`config.mk`:
```
export PLATFORM = sky130hd
export DESIGN_NAME = instr_sequencer
export DESIGN_NICKNAME = d
export VERILOG_FILES = /design/src/rtl/seq_pkg.sv /design/src/rtl/seq_prog_mem.sv /design/src/rtl/instr_sequencer.sv
export SDC_FILE = /design/constraint.sdc
export NUM_CORES = 1
export LEC_CHECK = 0
export ABC_CLOCK_PERIOD_IN_PS = 3300
export BUFFER_PORTS_ARGS = -buffer_cell sky130_fd_sc_hd__buf_2
export CAP_MARGIN = 20
export CORE_MARGIN = 2
export CORE_UTILIZATION = 30
export CTS_CLUSTER_SIZE = 20
export DETAILED_ROUTE_END_ITERATION = 7
export PLACE_DENSITY = 0.57
export SYNTH_ARGS = -nofsm -noshare
export SYNTH_HDL_FRONTEND = slang
export SYNTH_SLANG_ARGS = --single-unit
```
`constraint.sdc`:
```
create_clock -name clk -period 3.3 [get_ports clk]
set_input_delay 0.33 -clock clk [delete_from_list [all_inputs] [get_ports clk]]
set_output_delay 0.33 -clock clk [all_outputs]
set_load 0.02 [all_outputs]
```
`src/rtl/seq_pkg.sv`:
```
// Shared opcode encodings, FSM state type and debug view for the instruction sequencer.
package seq_pkg;

    localparam logic [3:0] OP_HALT = 4'hF;
    localparam logic [3:0] OP_JMP  = 4'hC;
    localparam logic [3:0] OP_JZ   = 4'hD;
    localparam logic [3:0] OP_JC   = 4'hE;

    typedef enum logic [2:0] {
        ST_IDLE  = 3'd0,
        ST_FETCH = 3'd1,
        ST_EXEC  = 3'd2,
        ST_WAIT  = 3'd3,
        ST_HALT  = 3'd4
    } seq_state_t;

    typedef struct packed {
        seq_state_t state;
        logic       z;
        logic       c;
        logic       v;
        logic       at_limit;
    } seq_dbg_t;

    // Control opcodes are consumed by the sequencer and never reach the processor.
    function automatic logic is_ctrl(input logic [3:0] op);
        return (op == OP_HALT) || (op == OP_JMP) || (op == OP_JZ) || (op == OP_JC);
    endfunction

endpackage

```
`src/rtl/seq_prog_mem.sv`:
```
// Program store: PROG_DEPTH x 8 array with synchronous write and combinational read.
module seq_prog_mem #(
    parameter int DEPTH = 16,
    parameter int AW    = 4
) (
    input  logic          clk,
    input  logic          i_we,
    input  logic [AW-1:0] i_waddr,
    input  logic [7:0]    i_wdata,
    input  logic [AW-1:0] i_raddr,
    output logic [7:0]    o_rdata
);

    logic [7:0] r_mem [DEPTH];

    // No reset: program contents survive rst_n.
    always_ff @(posedge clk) begin
        if (i_we) begin
            r_mem[i_waddr] <= i_wdata;
        end
    end

    assign o_rdata = r_mem[i_raddr];

endmodule

```
`src/rtl/instr_sequencer.sv`:
```
// Instruction sequencer: fetches program words, runs HALT/JMP/JZ/JC itself, issues data ops.
// Optional macro SEQ_WATCHDOG_EN bounds each run to WDOG_LIMIT issued instructions.
module instr_sequencer
    import seq_pkg::*;
#(
    parameter  int PROG_DEPTH = 16,
    parameter  int WDOG_LIMIT = 255,
    localparam int PC_W       = $clog2(PROG_DEPTH)
) (
    input  logic            clk,
    input  logic            rst_n,
    input  logic            start,
    input  logic            prog_we,
    input  logic [PC_W-1:0] prog_addr,
    input  logic [7:0]      prog_wdata,
    output logic [7:0]      instr,
    output logic            instr_valid,
    input  logic            instr_ready,
    input  logic            res_valid,
    input  logic            zero_flag,
    input  logic            carry_flag,
    input  logic            overflow_flag,
    output logic [PC_W-1:0] pc,
    output logic            busy,
    output logic            halted,
    output logic [7:0]      issue_count,
    output logic            wdog_err,
    output seq_dbg_t        o_dbg
);

    localparam logic [PC_W-1:0] PC_LAST = PC_W'(PROG_DEPTH - 1);

    seq_state_t      r_state;
    logic [PC_W-1:0] r_pc;
    logic [7:0]      r_ir;
    logic [7:0]      r_instr;
    logic            r_instr_valid;
    logic            r_halted;
    logic            r_wdog_err;
    logic [7:0]      r_issue_count;
    logic            r_z;
    logic            r_c;
    logic            r_v;

    logic            w_busy;
    logic            w_mem_we;
    logic [7:0]      w_mem_rdata;
    logic [PC_W-1:0] w_pc_next;
    logic [PC_W-1:0] w_target;
    logic            w_at_limit;
    logic            w_wdog_hit;

    assign w_busy     = (r_state == ST_FETCH) || (r_state == ST_EXEC) || (r_state == ST_WAIT);
    assign w_mem_we   = prog_we && !w_busy;
    assign w_pc_next  = (r_pc == PC_LAST) ? '0 : r_pc + 1'b1;
    assign w_target   = PC_W'(r_ir[3:0]);
    assign w_at_limit = ({24'd0, r_issue_count} >= WDOG_LIMIT);

`ifdef SEQ_WATCHDOG_EN
    assign w_wdog_hit = w_at_limit;
`else
    assign w_wdog_hit = 1'b0;
`endif

    seq_prog_mem #(
        .DEPTH (PROG_DEPTH),
        .AW    (PC_W)
    ) u_prog_mem (
        .clk     (clk),
        .i_we    (w_mem_we),
        .i_waddr (prog_addr),
        .i_wdata (prog_wdata),
        .i_raddr (r_pc),
        .o_rdata (w_mem_rdata)
    );

    // Handshake: instr_valid rises on entry to EXEC for a data opcode and holds instr
    // constant until a cycle with instr_valid && instr_ready; that edge is the transfer.
    always_ff @(posedge clk or negedge rst_n) begin
        if (!rst_n) begin
            r_state       <= ST_IDLE;
            r_pc          <= '0;
            r_ir          <= '0;
            r_instr       <= '0;
            r_instr_valid <= 1'b0;
            r_halted      <= 1'b0;
            r_wdog_err    <= 1'b0;
            r_issue_count <= '0;
            r_z           <= 1'b0;
            r_c           <= 1'b0;
            r_v           <= 1'b0;
        end else begin
            case (r_state)
                ST_IDLE, ST_HALT: begin
                    if (start) begin
                        r_state       <= ST_FETCH;
                        r_pc          <= '0;
                        r_z           <= 1'b0;
                        r_c           <= 1'b0;
                        r_v           <= 1'b0;
                        r_issue_count <= '0;
                        r_halted      <= 1'b0;
                        r_wdog_err    <= 1'b0;
                    end
                end
                ST_FETCH: begin
                    r_ir    <= w_mem_rdata;
                    r_state <= ST_EXEC;
                    if (!is_ctrl(w_mem_rdata[7:4]) && !w_wdog_hit) begin
                        r_instr       <= w_mem_rdata;
                        r_instr_valid <= 1'b1;
                    end
                end
                ST_EXEC: begin
                    if (is_ctrl(r_ir[7:4])) begin
                        case (r_ir[7:4])
                            OP_HALT: begin
                                r_state  <= ST_HALT;
                                r_halted <= 1'b1;
                            end
                            OP_JMP: begin
                                r_pc    <= w_target;
                                r_state <= ST_FETCH;
                            end
                            OP_JZ: begin
                                r_pc    <= r_z ? w_target : w_pc_next;
                                r_state <= ST_FETCH;
                            end
                            OP_JC: begin
                                r_pc    <= r_c ? w_target : w_pc_next;
                                r_state <= ST_FETCH;
                            end
                            default: r_state <= ST_FETCH;
                        endcase
                    end else if (w_wdog_hit) begin
                        r_wdog_err <= 1'b1;
                        r_halted   <= 1'b1;
                        r_state    <= ST_HALT;
                    end else if (instr_ready) begin
                        r_instr_valid <= 1'b0;
                        r_state       <= ST_WAIT;
                        if (r_issue_count != 8'hFF) begin
                            r_issue_count <= r_issue_count + 8'd1;
                        end
                    end
                end
                ST_WAIT: begin
                    if (res_valid) begin
                        r_z     <= zero_flag;
                        r_c     <= carry_flag;
                        r_v     <= overflow_flag;
                        r_pc    <= w_pc_next;
                        r_state <= ST_FETCH;
                    end
                end
                default: r_state <= ST_IDLE;
            endcase
        end
    end

    assign instr       = r_instr;
    assign instr_valid = r_instr_valid;
    assign pc          = r_pc;
    assign busy        = w_busy;
    assign halted      = r_halted;
    assign issue_count = r_issue_count;
    assign wdog_err    = r_wdog_err;

    assign o_dbg.state    = r_state;
    assign o_dbg.z        = r_z;
    assign o_dbg.c        = r_c;
    assign o_dbg.v        = r_v;
    assign o_dbg.at_limit = w_at_limit;

endmodule

```
==> impl_metrics.toml, run 1 <==
[run_status]
run_status = "complete, but fails checks"
violations = "negative hold slack"

[critical_path]
cp.arrival_ps = 2770
cp_slowest_stage_delay_ps = 790
reg2reg_from = "pc[2]"
worstPathMaxFanout = 16
reg2reg_slack_ps = 870
reg2reg_to = "instr[0]"
crit_chain = "mux4_1 > mux2_2 > and3_4 > nor3_4 > mux2i_1"
crit_path_end_kind = "flip-flop"
rr_worst_depth = 5
slowest_stage = "dfrtp_1"
start_kind = "flip-flop"
required_ps = 3640
crit_type = "reg -> reg"

[synth]
synthTopCellsByCount = "edfxtp_1 (128), nand2_1 (49), dfrtp_1 (36)"
seq_area_frac_synth_pct = 70.4
synth_cell_types = 47
synth_warnings = 0
async_reset_ff_share_pct = 22.0
ys_seq_elements = 164
synthTopCellsByArea = "edfxtp_1 (57%), dfrtp_1 (13%), mux4_2 (8.4%)"
syn_area_um2 = 6740
synth_edf_count = 128
yosys_most_used_dff = "edfxtp_1"
avgSynthCellArea_um2 = 15.9
synthesis.nets = 448
synthCells = 425
yosysMostFrequentCell = "edfxtp_1"
yosys.area.top_type = "edfxtp_1"
synth.top_cell.area_share_pct = 57.0

[run]
max_cap_violations = 0

[grt]
grt_max_degree = 37
antenna_found_initial = 0
grt-ovfl-total = 0
grt_pass1_vias = 3821
grt_usage_pct = 12.5
grt_pass1_wl_um = 22300

[drt]
vias_per_cell = 4.96
drc = 0
wire_per_inst_um = 17.9
wl_um = 14000
postRouteAntennaNets = 0
drt_first_pass_iters = 4
drt_iter0_markers = 351
vias = 3870

[cts]
cts_sinks = 164
clockRootBuffer = "clkbuf_16"
numCtsBuffers = 17
htreeDepth = 4
cts_setup_buffers = 0
clk_latency_ps = 420
cts_tree = "done"
clk_path_buf_depth = 2
cts_resized = 0
cts_hold_buf = 0
clkTransAtPathRegs_ps = 60

[power_and_ir_drop]
max-vdd-ir-drop_mv = 0.321
finalPower_w = 0.00598
cellPowerDensity_nw_per_um2 = 760
leakagePower_nw = 2.78

[sta]
hold_viol_final = 3
rsz0062_at_grt = "false"
max_freq_ghz = 0.411
timing.hold.ws_ps = -2.42
final.min_clock_period_ps = 2430
fin_crit_sh_pct = 73.7
slew_headroom_pct = 36.6
setup_viol = 0
tightest_slew_ps = 947
fin_tns_setup_ps = 0
finClkSkew_ps = 6.84
slew_viol_final = 0

[die]
dieArea_um2 = 23700
coreArea_um2 = 22000
die_w_um = 154
die_h_um = 154
ioPinCount = 52
start_util_pct = 30.7
num_rows = 54

[final_layout]
nets = 511
area_growth_pct = 16.6
fin_util_pct = 35.8
drive_gt1_share_pct = 25.1
diodes = 0
fin_area_um2 = 7860

[placement]
place.gp.congestion = 0.845
port_buffers = 50
dpl-instance-area_um2 = 7350
hpwl_um = 9670

[worst_hold_path]
hp-class = "in -> async"
stage by stage:
stage | std cells | setup slack [ps] | hold slack (ps)
CTS | 781 | 806 | 21.2
floorplan | 425 | 863 | 34.4
global route | 781 | 674 | 59.3
global placement | 749 | 951 | 464
detailed placement | 749 | 845 | 479
finish | 781 | 869 | -2.42
worst max path at each step:
stage / from / to / slack, ps
6_report: pc[2] / instr[0] / 870
5_1_grt: pc[2] / instr[0] / 670
4_1_cts: pc[2] / instr[0] / 810
3_5_place_dp: pc[2] / instr[0] / 840
3_3_place_gp: pc[0] / instr[4] / 950
2_1_floorplan: r_state[0] / u_prog_mem.r_mem[0][0] / 860
critical path: cells and delay by family, from the launching register on:
kind             cells  cell delay (ps)
muxes                3              940
DFF                  1              790
and+or+nand+nor      2              610
cell usage in the layout, fill, tap and decap left out, types with 3 or more instances in the layout:
| cell type | Yosys | layout |
|---|---|---|
| buf_2 | 2 | 50 |
| o21ai_0 | 22 | 22 |
| mux4_2 | 25 | 25 |
| inv_1 | 13 | 13 |
| dfrtp_1 | 36 | 35 |
| nand3_1 | 5 | 5 |
| nor2_1 | 29 | 29 |
| nor3_1 | 6 | 6 |
| or3_1 | 6 | 6 |
| mux4_1 | 7 | 7 |
| buf_4 | 6 | 18 |
| edfxtp_1 | 128 | 128 |
| a21oi_1 | 18 | 18 |
| clkbuf_1 | 14 | 4 |
| o31ai_1 | 3 | 3 |
| mux2i_1 | 14 | 14 |
| nand2_1 | 49 | 49 |
| clkinv_1 | 1 | 5 |
| clkbuf_16 | 0 | 17 |
| clkinvlp_4 | 0 | 4 |
| a22oi_1 | 3 | 3 |
area by class of cell:
class	instances	area, um^2
Tap cell	280	350
Fill cell	2047	14100
Clock inverter	11	63.8
Clock buffer	21	440
Sequential cell	164	4750
Timing Repair Buffer	68	385
Multi-Input combinational cell	223	1820
Inverter	14	52.6
routing by layer:
layer / part of all wire (%) / global-route usage, % / vias to the layer above
li1: - / - / 1754
met1: 46 / 17.5 / 1957
met2: 46 / 19.0 / 146
met3: 6.8 / 3.30 / 13
met4: 1.4 / 3.96 / 0
met5: 0 / 0 / -
registers in the layout, indices dropped and copies added (netlist names):
register and count:
halted 1, r_ir 8, instr 8, pc 4, r_state 3, issue_count 8
r_z 1, u_prog_mem.r_mem 128, r_v 1, instr_valid 1, r_c 1
cell families (layout without fill, tap and decap cells):
kind of cell,count (synthesis),after routing,share of synthesized area (%)
other,1,1,0.0556
AO/OA/AOI/OAI,63,63,5.70
flip-flops,164,164,70.4
buffers and inverters,38,114,2.60
AND/OR/NAND/NOR,109,109,7.37
adder cells (fa/ha/maj),2,2,0.371
multiplexers,48,48,13.5
power by group:
group	internal, W	total (W)	leakage (nW)	switching [W]
registers	0.00243	0.00266	1.61	0.000233
logic	0.000677	0.00162	0.941	0.000943
clock network	0.000946	0.00170	0.233	0.000750
No activity file was read; power rests on OpenSTA's default activity.
==> run 2, diff against run 1 <==
- ABC_CLOCK_PERIOD_IN_PS: 3300 -> 2200
- PLACE_DENSITY: 0.57 -> 0.58
- clock period: 3.3 -> 2.2 ns (I/O delays scaled with it)
==> impl_metrics.toml, run 2 (same netlist as run 1, synthesis figures left out) <==
[grt]
grt_usage_pct = 13.4
antenna_found_initial = 1
grt_pass1_wl_um = 23400
grt_max_degree = 37
grt_pass1_vias = 3957
grt-ovfl-total = 0

[final_layout]
fin_cells = 805
largest-register = "u_prog_mem.r_mem"
layout_common_cells = "edfxtp_1 (128), buf_2 (50), nand2_1 (49)"
drive_gt1_share_pct = 30.5
area_growth_pct = 21.8
diodes = 0
nets = 535
fin_util_pct = 37.4
largest_reg_flops = 128
final_common_cell = "edfxtp_1"

[critical_path]
critical-path-top-delay-family = "multiplexers"
crit_type = "reg -> reg"
cp-endpoint = "r_ir[2]"
cpMostUsedCell = "buf_12"
cp_slowest_stage_delay_ps = 550
reg2reg_to = "r_ir[2]"
crit_start = "pc[0]"
critPathBufInv = 2
crit_path_end_kind = "flip-flop"
rr_worst_depth = 7
start_kind = "flip-flop"
path_depth = 7
crit_chain = "buf_12 > buf_12 > mux4_2 > mux2i_1 > nor2_1 > a21oi_1 > o21ai_0"
reg2reg_from = "pc[0]"
slowest_stage = "mux4_2"
cp.arrival_ps = 2380
worstPathMaxFanout = 28
reg2reg_slack_ps = 100
required_ps = 2490

[placement]
dp.cells = 770
port_buffers = 50
hpwl_um = 10000
post-place-ws_ps = 18.2
place.gp.congestion = 0.816

[sta]
tightest_slew_ps = 836
final.min_clock_period_ps = 2100
setup_ws_ps = 103
slew_headroom_pct = 44.3
max_freq_ghz = 0.477
fin_tns_setup_ps = 0
hold_viol_final = 0
slew_viol_final = 0
fin_crit_sh_pct = 95.3
finClkSkew_ps = 8.43
rsz0062_at_grt = "true"
setup_viol = 0

[die]
dieArea_um2 = 23700
coreArea_um2 = 22000
ioPinCount = 52
die_h_um = 154
start_util_pct = 30.7
die_w_um = 154
num_rows = 54

[worst_hold_path]
hp-class = "in -> reg"

[cts]
cts_sinks = 164
clockRootBuffer = "clkbuf_16"
clkTransAtPathRegs_ps = 70
htreeDepth = 4
numCtsBuffers = 17
cts_tree = "done"
clk_path_buf_depth = 2
clk_latency_ps = 430

[power_and_ir_drop]
leakagePower_nw = 2.97
cellPowerDensity_nw_per_um2 = 1170
finalPower_w = 0.00959
max-vdd-ir-drop_mv = 0.517

[drt]
postRouteAntennaNets = 0
wl_um = 15000
vias_per_cell = 4.89
wire_per_inst_um = 18.7
vias = 3939
drt_first_pass_iters = 4
drc = 0
drt_iter0_markers = 348

[run]
max_cap_violations = 0

[run_status]
run_status = "completed"
## run 2: changes by cell type in the layout (fill, tap and decap cells not counted), sizes merged
cell         before  now
clkinv            8    6
inv              13   21
bufinv            0    1
clkbuf           21   17
dlygate4sd3       0    2
clkinvlp          4    1
buf              68   90
## run 2: layout make-up
cell class | count | area, um^2
clock buffer | 17 | 425
clock inverter | 15 | 161
fill | 2039 | 13700
inverter | 14 | 52.6
multi-input combinational | 223 | 1830
sequential | 164 | 4750
tap | 280 | 350
timing repair buffer | 92 | 646
## run 2: per-layer routing
layer  part of all wire [%]  GRT usage [%]
met2                     48           21.7
met1                     44           17.3
met4                   0.99           3.43
met3                    6.7           4.45
met5                  0.087              0
## run 2: worst reg2reg max path: stages (launching register included)
cell and delay [ps]:
dfrtp_2 380, buf_12 140, buf_12 240, mux4_2 570, mux2i_1 140, nor2_1 50, a21oi_1 300, o21ai_0 140
## run 2: how the worst min path moves through the flow
| stage | from | endpoint | slack, ps | depth (start not counted) |
|---|---|---|---|---|
| after floorplan | rst_n | halted | -80 | 0 |
| after global placement | rst_n | issue_count[3] | 340 | 1 |
| after detailed placement | rst_n | issue_count[3] | 370 | 1 |
| after CTS | carry_flag | r_c | 20 | 3 |
| after global routing | carry_flag | r_c | 30 | 3 |
| final | carry_flag | r_c | 30 | 3 |
## run 2: where the power goes
part | switching [W] | internal (W)
Combinational | 0.00154 | 0.00123
Sequential | 0.000270 | 0.00364
Clock | 0.00131 | 0.00161
Total | 0.00311 | 0.00648
## run 2: timing repair
item,CTS,global route
gates resized for setup,0,3
setup buffers,1,0
hold endpoints to repair,37,0
setup endpoints to repair,1,11
pin swaps,0,0
hold buffers,2,0
## run 2: through the flow
step	hold WS [ps]	instance area (um^2)
floorplan	-75.6	6760
global placement	345	7590
detailed placement	367	7590
CTS	21.5	8220
global route	26.6	8210
finish	27.1	8210
